<file path="config.mk">
export PLATFORM = sky130hd
export DESIGN_NAME = i2s_clkgen
export DESIGN_NICKNAME = d
export VERILOG_FILES = /design/src/rtl/i2s_clkgen.sv
export SDC_FILE = /design/constraint.sdc
export NUM_CORES = 1
export LEC_CHECK = 0
export BUFFER_PORTS_ARGS = -buffer_cell sky130_fd_sc_hd__buf_2
export CORE_MARGIN = 2
export CORE_UTILIZATION = 30
export CTS_BUF_LIST = sky130_fd_sc_hd__clkbuf_4
export CTS_CLUSTER_DIAMETER = 40
export DETAILED_ROUTE_END_ITERATION = 10
export GPL_TIMING_DRIVEN = 0
export PLACE_DENSITY = 0.52
export SYNTH_ARGS = -nofsm -noshare
export SYNTH_HDL_FRONTEND = slang
export SYNTH_SLANG_ARGS = --single-unit
</file>
<file path="constraint.sdc">
create_clock -name clk -period 3.4 [get_ports clk]
set_input_delay 0.68 -clock clk [delete_from_list [all_inputs] [get_ports clk]]
set_output_delay 0.68 -clock clk [all_outputs]
set_load 0.005 [all_outputs]
</file>
<file path="src/rtl/i2s_clkgen.sv">
// rtl/i2s_clkgen.sv - I2S/TDM bit clock, word clock and frame timing generator
//
// Derives the serial audio timing from the audio master clock. Rate changes and
// stop requests are deferred to frame boundaries so a frame is never truncated.
//
// Ports:
//   clk         audio master clock
//   reset       synchronous, active-high
//   aud_rate    bclk half-period select: 0->4, 1->2, 2->1, 3->8 clk cycles
//   enable      run request
//   mclk        clk passthrough
//   bclk        bit clock (registered)
//   wclk        I2S word clock (MODE 0) or one-bclk frame sync (MODE 1)
//   mpx_sel     free-running MPX select, toggles every 2^MPX_LOG2 clk cycles
//   frame_start one-clk pulse on the first bclk rise of each frame
//   slot_idx    slot currently on the bus
//   bit_idx     bit within the slot, 0 = MSB
//   rate_busy   a rate change is waiting for the next frame boundary
module i2s_clkgen #(
    parameter int SLOT_BITS = 16,
    parameter int SLOTS     = 2,
    parameter int MODE      = 0,
    parameter int MPX_LOG2  = 7
) (
    input  logic                         clk,
    input  logic                         reset,
    input  logic [1:0]                   aud_rate,
    input  logic                         enable,
    output logic                         mclk,
    output logic                         bclk,
    output logic                         wclk,
    output logic                         mpx_sel,
    output logic                         frame_start,
    output logic [$clog2(SLOTS)-1:0]     slot_idx,
    output logic [$clog2(SLOT_BITS)-1:0] bit_idx,
    output logic                         rate_busy
);

    localparam int SW = $clog2(SLOTS);
    localparam int BW = $clog2(SLOT_BITS);
    localparam logic [SW-1:0] SLOT_LAST = SW'(SLOTS - 1);
    localparam logic [BW-1:0] BIT_LAST  = BW'(SLOT_BITS - 1);

    typedef enum logic [1:0] {
        ST_IDLE,
        ST_RUN,
        ST_STOP
    } state_t;

    state_t            state;
    state_t            state_nxt;
    logic [2:0]        div;
    logic [2:0]        half_last;
    logic [1:0]        active_rate;
    logic [1:0]        pending_rate;
    logic [1:0]        rate_nxt;
    logic [MPX_LOG2:0] mpx_cnt;
    logic              running;
    logic              div_wrap;
    logic              bclk_rise;
    logic              bclk_fall;
    logic              frame_wrap;
    logic              boundary;
    logic [SW-1:0]     slot_nxt;
    logic [BW-1:0]     bit_nxt;
    logic              wclk_nxt;

    assign mclk    = clk;
    assign mpx_sel = mpx_cnt[MPX_LOG2];

    // Terminal count of the half-period divider for the rate in force.
    always_comb begin
        case (active_rate)
            2'd0:    half_last = 3'd3;
            2'd1:    half_last = 3'd1;
            2'd2:    half_last = 3'd0;
            default: half_last = 3'd7;
        endcase
    end

    assign running    = (state != ST_IDLE);
    assign div_wrap   = running && (div == half_last);
    assign bclk_rise  = div_wrap && !bclk;
    assign bclk_fall  = div_wrap && bclk;
    assign frame_wrap = (slot_idx == SLOT_LAST) && (bit_idx == BIT_LAST);
    assign boundary   = bclk_fall && frame_wrap;
    assign rate_nxt   = rate_busy ? pending_rate : active_rate;

    // Bus position after the next bclk fall.
    always_comb begin
        bit_nxt  = bit_idx + BW'(1);
        slot_nxt = slot_idx;
        if (bit_idx == BIT_LAST) begin
            bit_nxt  = '0;
            slot_nxt = (slot_idx == SLOT_LAST) ? '0 : slot_idx + SW'(1);
        end
    end

    // wclk is set for the upcoming position, so it leads the data by one bclk.
    always_comb begin
        wclk_nxt = wclk;
        if (MODE == 0) begin
            if (bit_nxt == BIT_LAST) begin
                wclk_nxt = (((int'(slot_nxt) + 1) % SLOTS) >= (SLOTS / 2));
            end
        end else begin
            wclk_nxt = (slot_nxt == SLOT_LAST) && (bit_nxt == BIT_LAST);
        end
    end

    always_ff @(posedge clk) begin
        if (reset) begin
            state <= ST_IDLE;
        end else begin
            state <= state_nxt;
        end
    end

    always_comb begin
        state_nxt = state;
        case (state)
            ST_IDLE: if (enable) state_nxt = ST_RUN;
            ST_RUN:  if (!enable) state_nxt = ST_STOP;
            ST_STOP: begin
                if (enable) begin
                    state_nxt = ST_RUN;
                end else if (boundary) begin
                    state_nxt = ST_IDLE;
                end
            end
            default: state_nxt = ST_IDLE;
        endcase
    end

    always_ff @(posedge clk) begin
        if (reset) begin
            div          <= '0;
            bclk         <= 1'b0;
            wclk         <= 1'b0;
            frame_start  <= 1'b0;
            slot_idx     <= '0;
            bit_idx      <= '0;
            active_rate  <= aud_rate;
            pending_rate <= '0;
            rate_busy    <= 1'b0;
            mpx_cnt      <= '0;
        end else begin
            mpx_cnt     <= mpx_cnt + 1'b1;
            frame_start <= 1'b0;
            if (state == ST_IDLE) begin
                div          <= '0;
                bclk         <= 1'b0;
                wclk         <= 1'b0;
                slot_idx     <= '0;
                bit_idx      <= '0;
                active_rate  <= aud_rate;
                pending_rate <= aud_rate;
                rate_busy    <= 1'b0;
            end else begin
                div <= div_wrap ? 3'd0 : div + 3'd1;
                if (div_wrap) begin
                    bclk <= ~bclk;
                end
                if (bclk_rise && (slot_idx == '0) && (bit_idx == '0)) begin
                    frame_start <= 1'b1;
                end
                if (bclk_fall) begin
                    slot_idx <= slot_nxt;
                    bit_idx  <= bit_nxt;
                    wclk     <= wclk_nxt;
                end
                // pending tracks aud_rate every cycle; rate_busy says whether
                // it differs from the rate that will be in force.
                pending_rate <= aud_rate;
                if (boundary) begin
                    active_rate <= rate_nxt;
                    rate_busy   <= (aud_rate != rate_nxt) && (state_nxt != ST_IDLE);
                end else begin
                    rate_busy   <= (aud_rate != active_rate);
                end
            end
        end
    end

endmodule

</file>
==> results.cfg, run 1 <==
[sta]
slew_headroom_pct = 66.7
hold_violations = 0
grt_setup_unrepaired = no
worst_pin_slew_ps = 496
maxSlewViolCount = 0
setup_viol = 0
setup_tns_ps = 0
worst_clock_skew_ps = 7.24

[floorplan]
ios = 16
die_w_um = 68.2
core.rowCount = 23
start_util_pct = 31.1
dieHeight_um = 68.2
core-area_um2 = 3970
dieArea_um2 = 4650

[setup_path]
start_kind = clock port
critPathMostFrequentCell = clkbuf_4
endpoint = mclk
r2r_slack_ps = 1180
cp.arrival_ps = 2150
critPathLaunch = clk
r2r_end = bit_idx[3]
required_ps = 2720
reg2reg_from = active_rate[1]
cpMaxStageDelayCell = clkbuf_4
max_stage_delay_ps = 120
worstSetupPathType = clk2out
cp_num_cells = 4
path_buf_inv = 4
end_kind = output pin
reg2reg_depth = 5
crit_chain = clkbuf_4, clkbuf_4, buf_4, buf_2
path_max_fanout = 2
critical-path-top-delay-family = buffers and inverters

[power_and_ir_drop]
p_per_area_nw_per_um2 = 465
ir_drop_v = 0.000222
p_leak_nw = 0.606

[synthesis]
synth_top_area_share_pct = 38.9
ys.warnings.count = 0
synthCells = 129
synth_top_cells_by_area = dfxtp_1, ha_1, xor2_1
avgSynthCellArea_um2 = 9.57
ys_types = 31
synth_largest_area_cell = dfxtp_1
ys_ff_latch = 26
syn-cell-area_um2 = 1230
ys_seq_area_share_pct = 43.8
syn_nets = 142

[clock_network]
cts_tree = done
clkTransAtPathRegs_ps = 140
cts_setup_buffers = 0
hold_buffers = 0
cts_resized = 0
clk_latency_ps = 420

[placement]
io_buffer_count = 15
hpwlAfterDp_um = 1710
gp_congestion = 0.814
dp_cells = 194

[drt]
ant_nets = 0
routed_wirelength_um = 2220
drt_first_pass_iters = 4
num_vias = 919
vias_per_cell = 4.57
drc_errors = 0
drt_iter0_drc = 40
avgRoutedWirePerCell_um = 11.0

[flow_run]
cap_violations = 0

[global_routing]
antenna_found_initial = 0
grt_util_all_layers_pct = 11.2
grt_max_degree = 16
grt_pass1_wl_um = 3810
grt.overflow.total = 0
grt_pass1_vias = 884

[cells_and_area]
nets = 165
final_core_util_pct = 36.5
stdcell_count = 201
diodes = 0
synthToLayoutAreaGrowth_pct = 17.2
final_cell_mix = dfxtp_1, nor2_1, buf_2
final_common_cell = dfxtp_1
drive_gt1_share_pct = 20.5

[outcome]
status = finished clean

[hold_path]
min_path_type = in2reg
hold_depth = 2
==> metal layers <==
metal / vias up / global-route usage (%) / part of all wire, %
li1: 488 / - / -
met1: 411 / 14.8 / 53
met2: 18 / 16.6 / 42
met3: 2 / 2.96 / 4.1
met4: 0 / 5.75 / 0.45
met5: - / 0 / 0
==> sequential cells by signal, summed over array words and instances (netlist names), 2 cells and up <==
| signal | cells |
|---|---|
| mpx_cnt | 8 |
| bit_idx | 4 |
| div | 3 |
| active_rate | 2 |
| pending_rate | 2 |
| state | 2 |
==> report_power, final <==
| part | leakage [nW] | total [W] | switching (W) | internal (W) |
|---|---|---|---|---|
| Clock | 0.0505 | 0.000287 | 0.000108 | 0.000180 |
| Sequential | 0.216 | 0.000328 | 0.00000906 | 0.000319 |
| Combinational | 0.339 | 0.0000575 | 0.0000324 | 0.0000252 |
==> logic make-up after synthesis <==
family / after synthesis / synth area share, %
and+or+nand+nor: 52 / 22.1
DFF: 26 / 43.8
xor gates and xnor gates: 16 / 11.3
AOI/OAI and AO/OA: 15 / 8.11
buffers and inverters: 8 / 3.24
adders and majority gates: 8 / 8.11
muxes: 4 / 3.34
==> cell usage after synthesis <==
library cell,number
nor2b_1,5
nand3_2,1
or3_1,1
nor2_1,16
xor2_1,9
and3_1,4
a211oi_1,1
o21bai_1,1
nand3_1,9
xnor2_1,7
o41ai_2,1
and4_2,1
buf_4,1
nand2_1,9
edfxtp_1,2
mux2i_1,3
ha_1,8
clkdlybuf4s25_2,1
o311a_1,1
nor4_4,1
or2_2,1
dfxtp_1,24
or3_2,1
nor3_1,2
mux2_2,1
o21ai_0,3
nor4_1,1
clkbuf_1,2
a21oi_1,7
o221ai_1,1
inv_1,4
==> cell type report <==
class                   instances  area [µm²]
plain buffers                   4        25.0
clock inverters                 1        30.0
flip-flops and latches         26         541
repair buffers                 14        70.1
well taps                      50        62.6
fillers                       416        2520
inverters                       4        15.0
clock buffers                   7        50.0
multi-input cells              95         654
==> worst reg2reg max path, stage by stage (launching register included) <==
cell	delay, ps
edfxtp_1	500
ha_1	330
xor2_1	190
nor4_4	500
nand2_1	240
o311a_1	370
==> how the worst min path moves through the flow <==
stage | start | to
6_report | enable | state[1]
2_1_floorplan | mpx_cnt[0] | mpx_cnt[0]
3_5_place_dp | mpx_cnt[0] | mpx_cnt[0]
4_1_cts | enable | state[1]
3_3_place_gp | mpx_cnt[0] | mpx_cnt[0]
5_1_grt | enable | state[1]
==> through the flow <==
step | worst slack, ps | cell area, µm² | hold slack, ps | power [W]
after floorplan | 909 | 1230 | 398 | 0.000396
after global placement | 806 | 1370 | 414 | 0.000420
after detailed placement | 806 | 1370 | 421 | 0.000423
after CTS | 556 | 1450 | 417 | 0.000688
after global routing | 549 | 1450 | 406 | 0.000715
final | 566 | 1450 | 433 | 0.000673
Power figures use the tool's default switching activity.
==> run 2: changes to the inputs <==
- PLACE_DENSITY: 0.52 -> 0.54
- clock period: 3.4 -> 2.41 ns (I/O delays scaled with it)
==> run 2 against run 1 <==
Critical path depth rose by 1; total power grew 25%; design area down 1.8%; sequential cell count unchanged; global-route usage increased by 0.46 points; register-to-register slack got worse by 950 ps; first-iteration DRC count decreased by 7.5%; via count grew 2.6%; final cell count unchanged; count of clock-buffer cells in the layout unchanged; utilization shrank 0.66 points; sequential share of layout area increased by 0.69 points.
==> results.cfg, run 2 (synthesis results as in run 1) <==
[outcome]
status = finished clean

[sta]
fmax_mhz = 458
setup_tns_ps = 0
worst_clock_skew_ps = 9.28
maxSlewViolCount = 0
fin_crit_ps = 2180
slew_headroom_pct = 65.5
whs_ps = 224
grt_setup_unrepaired = no
setup_viol = 0
worst_pin_slew_ps = 514
hold_violations = 0
period_share_pct = 90.6

[cells_and_area]
diodes = 0
largest_register_ffs = 8
final_common_cell = dfxtp_1
n_fill_cell = 424
drive_gt1_share_pct = 19.9
largest-register = mpx_cnt
final_cell_mix = dfxtp_1, nor2_1, buf_2
nets = 165
postLayoutCellArea_um2 = 1420
synthToLayoutAreaGrowth_pct = 15.1
reg_top3 = mpx_cnt x8, bit_idx x4, div x3
stdcell_count = 201

[floorplan]
dieArea_um2 = 4650
core-area_um2 = 3970
start_util_pct = 31.1
die_w_um = 68.2
core.rowCount = 23
ios = 16
dieHeight_um = 68.2

[global_routing]
grt_pass1_wl_um = 4000
grt_util_all_layers_pct = 11.6
grt_pass1_vias = 912
grt_max_degree = 15
antenna_found_initial = 0
grt.overflow.total = 0

[setup_path]
endpoint = bit_idx[3]
path_max_fanout = 8
worstSetupPathType = reg2reg
cp.arrival_ps = 2500
required_ps = 2730
r2r_slack_ps = 230
r2r_end = bit_idx[3]
start_kind = flip-flop
reg2reg_from = active_rate[0]
reg2reg_depth = 5
critPathLaunch = active_rate[0]
end_kind = flip-flop

[hold_path]
min_path_type = in2reg
hp-start = enable

[clock_network]
hold_buffers = 0
clk_latency_ps = 430
clkTransAtPathRegs_ps = 140
cts_resized = 0
cts_tree = done
cts_setup_buffers = 0

[placement]
dp_cells = 194
io_buffer_count = 15
hpwlAfterDp_um = 1740
place_area_um2 = 1370
gp_congestion = 0.733

[drt]
drc_errors = 0
drt_iter0_drc = 37
avgRoutedWirePerCell_um = 11.8
num_vias = 943
drt_first_pass_iters = 4
routed_wirelength_um = 2370
ant_nets = 0
vias_per_cell = 4.69

[power_and_ir_drop]
p_int_w = 0.000631
p_leak_nw = 0.593
p_clk_share_pct = 35.3
switching_share_pct = 25.1
ir_drop_v = 0.000260
seqPwrFrac_pct = 54.9
p_sw_w = 0.000211
combinationalPowerShare_pct = 9.8
p_per_area_nw_per_um2 = 593

[flow_run]
cap_violations = 0
run 2: cell types whose count changed in the layout (fill, tap and decap cells not counted):
cell       before  now
bufinv_16       1    0
clkinv_1        0    1
run 2: worst max-delay path: stages (launching register included):
cell      delay, ps
edfxtp_1        480
ha_1            240
xor2_1          200
nor4_4          520
nand2_1         240
o311a_1         380
run 2: worst min path at each step:
stage                            end  slack, ps  cells past startpoint
after global placement    mpx_cnt[0]        410                      1
after global routing        state[1]        210                      2
after floorplan           mpx_cnt[0]        400                      1
after CTS                   state[1]        220                      2
final                       state[1]        220                      2
after detailed placement  mpx_cnt[0]        430                      1
run 2: metrics by stage:
stage	power (W)	utilization (%)	worst slack (ps)
CTS	0.000862	35.8	149
global route	0.000900	35.8	41.5
finish	0.000843	35.8	227
floorplan	0.000559	-	421
global placement	0.000594	34.6	176
detailed placement	0.000596	34.6	181
run 2: power groups by stage:
| stage | sequential [W] | combinational [W] | clock (W) |
|---|---|---|---|
| after floorplan | 0.000470 | 0.0000628 | 0.0000269 |
| after global placement | 0.000472 | 0.0000813 | 0.0000403 |
| after detailed placement | 0.000473 | 0.0000833 | 0.0000403 |
| after CTS | 0.000463 | 0.0000840 | 0.000314 |
| after global routing | 0.000466 | 0.0000945 | 0.000340 |
| final | 0.000463 | 0.0000824 | 0.000297 |
run 2: routing by layer:
| layer | GRT usage (%) | wire, µm | vias to the layer above |
|---|---|---|---|
| met5 | 0 | 0 | - |
| met2 | 20.9 | 1210 | 22 |
| met4 | 2.25 | 22 | 0 |
| li1 | - | - | 483 |
| met3 | 4.93 | 120 | 3 |
| met1 | 12.8 | 1020 | 435 |
run 2: cell type report:
class                      instances  area [µm²]  area share [%]
buffer                             4        25.0            1.76
clock buffer                       7        50.0            3.52
clock inverter                     1        3.75           0.264
inverter                           4        15.0            1.06
multi-input combinational         95         654            46.0
sequential                        26         541            38.0
tap                               50        62.6            4.40
timing repair buffer              14        70.1            4.93
